**src/rtl/pe_traffic_gen.sv**
```systemverilog
// pe_traffic_gen: HNoC processing element that injects PktLimit addressed packets and sinks delivered ones.
// Latency: first o_data_valid two edges after reset release; back-to-back one packet/cycle; GapCycles idle cycles between packets.
// Backpressure: o_data held stable until i_data_ready; receive ready is always 1, or LFSR-driven when PE_BACKPRESSURE_EN is defined.
module pe_traffic_gen #(
    parameter int unsigned address   = 0,
    parameter int unsigned NumPE     = 16,
    parameter int unsigned DataWidth = 32,
    parameter int unsigned AddrWidth = $clog2(NumPE),
    parameter int unsigned PktLimit  = 100,
    parameter int unsigned GapCycles = 0
) (
    input  logic                           clk,
    input  logic                           rst,
    input  logic [DataWidth+AddrWidth-1:0] i_data,
    input  logic                           i_data_valid,
    output logic                           o_data_ready,
    output logic [DataWidth+AddrWidth-1:0] o_data,
    output logic                           o_data_valid,
    input  logic                           i_data_ready,
    input  logic                           done,
    output logic [31:0]                    o_sent_count,
    output logic [31:0]                    o_recv_count,
    output logic                           o_err
);

    localparam int unsigned PktW    = DataWidth + AddrWidth;
    localparam int unsigned SeqW    = DataWidth - AddrWidth;
    localparam int unsigned GapLast = (GapCycles > 0) ? GapCycles - 1 : 0;
    localparam int unsigned GapW    = (GapCycles > 1) ? $clog2(GapCycles) : 1;

    localparam logic [AddrWidth-1:0] MyAddr  = AddrWidth'(address);
    localparam logic [15:0]          Seed    = 16'hACE1 ^ 16'(address);
    localparam logic [31:0]          PktLast = 32'(PktLimit);
    localparam logic [31:0]          CntMax  = 32'hFFFF_FFFF;

    typedef enum logic [1:0] {
        IDLE   = 2'd0,
        SEND   = 2'd1,
        GAP    = 2'd2,
        FINISH = 2'd3
    } state_t;

    state_t              state_q;
    logic [15:0]         lfsr_q;
    logic [15:0]         lfsr_d;
    logic [15:0]         lfsr_step;
    logic [SeqW-1:0]     seq_q;
    logic [SeqW-1:0]     pkt_seq;
    logic [GapW-1:0]     gap_q;
    logic [PktW-1:0]     data_q;
    logic [PktW-1:0]     pkt_d;
    logic                valid_q;
    logic                ready_q;
    logic                err_q;
    logic [31:0]         sent_q;
    logic [31:0]         recv_q;
    logic                send_hs;
    logic                recv_hs;
    logic                last_pkt;
    logic [AddrWidth-1:0] cand;
    logic [AddrWidth-1:0] dest;

    // valid is only ever high in SEND, so the handshake needs no state qualifier
    assign send_hs = valid_q && i_data_ready;
    assign recv_hs = i_data_valid && ready_q;

    // Fibonacci LFSR, taps 16,14,13,11 (bits 15,13,12,10), shifting toward the MSB
    assign lfsr_step = {lfsr_q[14:0], lfsr_q[15] ^ lfsr_q[13] ^ lfsr_q[12] ^ lfsr_q[10]};

`ifdef PE_BACKPRESSURE_EN
    // Free-running so the receive-ready pattern keeps changing
    assign lfsr_d = lfsr_step;
`else
    assign lfsr_d = send_hs ? lfsr_step : lfsr_q;
`endif

    // A packet loaded on this edge uses the LFSR state that becomes current on the same edge,
    // so packet k carries the destination derived after k send handshakes.
    assign pkt_seq  = send_hs ? seq_q + SeqW'(1) : seq_q;
    assign cand     = lfsr_d[AddrWidth-1:0];
    assign dest     = (cand == MyAddr) ? MyAddr + AddrWidth'(1) : cand;
    assign pkt_d    = {dest, MyAddr, pkt_seq};
    assign last_pkt = (32'(seq_q) + 32'd1) == PktLast;

    // Injection FSM, receive sink, counters and error flag, all registered
    always_ff @(posedge clk or posedge rst) begin
        if (rst) begin
            state_q <= IDLE;
            lfsr_q  <= Seed;
            seq_q   <= '0;
            gap_q   <= '0;
            data_q  <= '0;
            valid_q <= 1'b0;
            ready_q <= 1'b0;
            err_q   <= 1'b0;
            sent_q  <= '0;
            recv_q  <= '0;
        end else begin
            lfsr_q <= lfsr_d;
`ifdef PE_BACKPRESSURE_EN
            ready_q <= lfsr_d[15];
`else
            ready_q <= 1'b1;
`endif
            if (recv_hs) begin
                if (recv_q != CntMax) begin
                    recv_q <= recv_q + 32'd1;
                end
                if (i_data[PktW-1:DataWidth] != MyAddr) begin
                    err_q <= 1'b1;
                end
            end
            if (send_hs) begin
                seq_q <= seq_q + SeqW'(1);
                if (sent_q != CntMax) begin
                    sent_q <= sent_q + 32'd1;
                end
            end
            case (state_q)
                IDLE: begin
                    state_q <= done ? FINISH : SEND;
                end
                SEND: begin
                    if (!valid_q) begin
                        // first packet after reset is loaded one edge after leaving IDLE
                        if (done) begin
                            state_q <= FINISH;
                        end else begin
                            valid_q <= 1'b1;
                            data_q  <= pkt_d;
                        end
                    end else if (send_hs) begin
                        if (last_pkt || done) begin
                            valid_q <= 1'b0;
                            state_q <= FINISH;
                        end else if (GapCycles == 0) begin
                            data_q <= pkt_d;
                        end else begin
                            valid_q <= 1'b0;
                            gap_q   <= '0;
                            state_q <= GAP;
                        end
                    end
                end
                GAP: begin
                    if (done) begin
                        state_q <= FINISH;
                    end else if (gap_q == GapW'(GapLast)) begin
                        state_q <= SEND;
                        valid_q <= 1'b1;
                        data_q  <= pkt_d;
                    end else begin
                        gap_q <= gap_q + GapW'(1);
                    end
                end
                FINISH: begin
                    state_q <= FINISH;
                end
                default: begin
                    state_q <= IDLE;
                end
            endcase
        end
    end

    assign o_data       = data_q;
    assign o_data_valid = valid_q;
    assign o_data_ready = ready_q;
    assign o_sent_count = sent_q;
    assign o_recv_count = recv_q;
    assign o_err        = err_q;

endmodule

```
**config.mk**
```make
export PLATFORM = sky130hd
export DESIGN_NAME = pe_traffic_gen
export DESIGN_NICKNAME = d
export VERILOG_FILES = /design/src/rtl/pe_traffic_gen.sv
export SDC_FILE = /design/constraint.sdc
export NUM_CORES = 1
export LEC_CHECK = 0
export CAP_MARGIN = 5
export CORE_MARGIN = 2
export CORE_UTILIZATION = 53
export CTS_BUF_LIST = sky130_fd_sc_hd__clkbuf_4
export CTS_CLUSTER_SIZE = 10
export DETAILED_ROUTE_END_ITERATION = 7
export GPL_TIMING_DRIVEN = 0
export PLACE_DENSITY = 0.85
export SLEW_MARGIN = 10
export SYNTH_ARGS = -nofsm -noshare
export SYNTH_HDL_FRONTEND = slang
export SYNTH_SLANG_ARGS = --single-unit
```
**constraint.sdc**
```tcl
create_clock -name clk -period 7.1 [get_ports clk]
set_input_delay 2.13 -clock clk [delete_from_list [all_inputs] [get_ports clk]]
set_output_delay 2.13 -clock clk [all_outputs]
set_load 0.005 [all_outputs]
```
==> metrics.txt <==
routed vias=4919; register area=3640 µm²; Synth area leader=dfrtp_1; Yosys warnings=0; Port Buf Inserts=107; H-tree levels=4; CP Launch Type=primary input; area grow syn2layout=23.2%; WL met3=1020 µm; Setup TNS=0 ns; All-Layer GR Usage=21.1%; Antenna Cells=0; clock sink total=145; critical path required time=7.55 ns; Top Metal Used=met4; Post-CTS Setup Inserts=0; setup slack at placement=2.41 ns; Slew Viols, Final=0; share of Yosys cell area claimed by the top area cell type=50.1%; kind of critical path=in -> reg; Final nets=785; top_reg_cell synth=dfrtp_1; CP Buf/Inv Count=1; Post-synth EDFFs=0; via-per-instance ratio=5.34; vias in the first global route=4964; footprint of the multi-input gates=3030 µm²; Root Driver=clkbuf_4; Avg Inst Size Synth=11.3 µm²; Distinct cells, synth=51; Slowest cell on crit path=nor3_1; final setup fails=0; GP Congestion=0.915; status=completed; clock buffer depth=2; Die H=118 µm; pwr dens=199 nW/µm²; placed cell count=890; DRC=0; Yosys reg bits=145; global-route wire length before repair=23600 µm; met1 wire length=5900 µm; largest net degree at the start of global routing=90; RSZ-0062 raised after global routing=false; largest vdd supply drop=0.000180 V; Die Area=13800 µm²; Pwr Total=0.00168 W; crit-path cells=clkdlybuf4s50_1 -> nand2_1 -> a31oi_1 -> nand4_1 -> nor3_1 -> nand4_1 -> xnor2_1; 1st-iter DRT viols=277; most common library cells after synthesis=dfrtp_1, nand2_1, xnor2_1; final hold violations=0; fraction of layout cells with a size suffix above 1=14.0%; Fillers=955; Final min period=4.12 ns; DIE WIDTH=118 µm; CTS tree=yes; Worst Hold Class=reg -> reg; Syn Inst Count=607; max-slew headroom at the worst pin=36.2%; Design Area, Final=8420 µm²; Rows=41; Critical Path Max Stage Delay=0.57 ns; crit-path max FO=6; clk_skew=0.0185 ns; Worst-path clk slew=0.13 ns; DPL Wire Length=10100 µm; CP endpoint kind=flop; max_cap viols=0; DR WL/cell=15.2 µm; Worst EP arrival=4.57 ns; most common cell in the synthesized netlist=dfrtp_1; Cell Area, Synth=6840 µm²; IO Pins=144; DR WL met2=6860 µm; setup ws final=2.98 ns; fraction of registers with async set/reset=100%; Starting Density=54.2%; post-place instance area=8170 µm²; grt ovf=0; Seq/Total Area, Yosys=53.2%; Cell Count, Final, Fillers Out=922; Hold Buf Count CTS=0; routed wire length=14000 µm; cts bufs inserted=17; Slew @ Worst Pin=0.949 ns; most used cell, CP=nand4_1; leak pwr=3.69 nW; clock latency on the worst-skew pair=0.55 ns; DRT Pass-1 Iters=5; Tcrit/Tclk final=58.0%; ANT nets after route=0; antenna violations before repair=0; Crit path max-delay family=simple AND/OR/NAND/NOR gates; Post-CTS Resized=0; fmax=243 MHz; Core ar.=12600 µm²; Synth area leaders=dfrtp_1, xnor2_1, mux2_4, nand2_1, xor2_1
[cells in the final DEF, fill, tap and decap left out, types with 3 or more instances in the layout]
| cell | n |
|---|---|
| buf_4 | 4 |
| xnor2_1 | 72 |
| or3_1 | 4 |
| mux2_2 | 5 |
| clkdlybuf4s50_1 | 107 |
| nand4_1 | 23 |
| mux2_4 | 30 |
| clkbuf_4 | 17 |
| clkinv_4 | 4 |
| inv_6 | 7 |
| o21ai_0 | 3 |
| nor3_1 | 20 |
| nor4_1 | 11 |
| nand3_1 | 40 |
| clkinvlp_4 | 3 |
| clkbuf_1 | 10 |
| dfstp_2 | 8 |
| a31oi_1 | 4 |
| buf_2 | 5 |
| and4_1 | 10 |
| ha_1 | 7 |
| and2_1 | 4 |
| o22ai_1 | 3 |
| or2_2 | 3 |
| and3_1 | 12 |
| xor2_1 | 26 |
| conb_1 | 5 |
| nand2b_1 | 3 |
| nand2_1 | 90 |
| buf_6 | 4 |
| nor2_1 | 29 |
| dfrtp_1 | 137 |
| inv_1 | 9 |
[metrics by stage]
stage	util, %	hold WS (ns)
2_1_floorplan	-	0.435
3_5_place_dp	64.7	0.446
6_report	66.7	0.463
5_1_grt	66.7	0.481
3_3_place_gp	64.5	0.445
4_1_cts	66.7	0.465
[worst register-to-register path, delay by kind of cell, from the launching register on]
kind | cells | cell delay, ns
flops | 1 | 0.47
compound gates | 2 | 0.76
simple gates | 5 | 1.02
mux | 1 | 0.32
buf+inv | 2 | 0.43
fa+ha+maj | 1 | 0.26
[where the power goes]
part | internal [W] | switching, W
Combinational | 0.000136 | 0.000122
Sequential | 0.000879 | 0.0000677
Clock | 0.000148 | 0.000328
Total | 0.00116 | 0.000517
[state kept, by name, summed over array words and instances, names as in the netlist]
name	cells
o_data	32
o_recv_count	32
o_sent_count	32
seq_q	28
lfsr_q	16
state_q	2
o_data_ready	1
o_data_valid	1
o_err	1
[layout make-up]
type | count | area share, %
Timing Repair Buffer | 108 | 13.0
Tap cell | 172 | 2.56
Inverter | 10 | 0.505
Multi-Input combinational cell | 431 | 36.0
Sequential cell | 145 | 43.2
Clock inverter | 15 | 1.50
Clock buffer | 17 | 1.52
Buffer | 24 | 1.69
[final timing paths]
path	start	to	slack, ns	cells after the start
hold reg to reg	lfsr_q[5]$_DFFE_PP1P_	lfsr_q[6]$_DFFE_PP1P_	0.46	2
hold / removal	lfsr_q[5]$_DFFE_PP1P_	lfsr_q[6]$_DFFE_PP1P_	0.46	2
setup / recovery	i_data_ready	o_sent_count[25]$_DFFE_PP0P_	2.98	7
min in group asynchronous	rst	o_recv_count[15]$_DFFE_PP0P_	2.00	2
max in group asynchronous	rst	lfsr_q[5]$_DFFE_PP1P_	4.24	3
setup reg to reg	seq_q[0]$_DFF_PP0_	o_data[1]$_DFFE_PP0P_	3.71	11
[metal layers]
layer,GRT usage (%),vias up
met4,7.45,0
li1,-,2343
met2,34.8,139
met5,0,-
met3,8.14,23
met1,25.3,2414
[cells by family (layout without fill, tap and decap cells)]
logic type | count (synthesis) | count (layout) | share of synthesized area, %
multiplexers | 38 | 38 | 7.87
adder cells (fa/ha/maj) | 7 | 7 | 1.28
AO/OA/AOI/OAI | 23 | 23 | 2.71
buffers and inverters | 34 | 174 | 2.64
flip-flops | 145 | 145 | 53.2
AND/OR/NAND/NOR | 260 | 260 | 19.6
other | 2 | 5 | 0.110
XOR/XNOR | 98 | 98 | 12.6
Power figures use the tool's default switching activity.
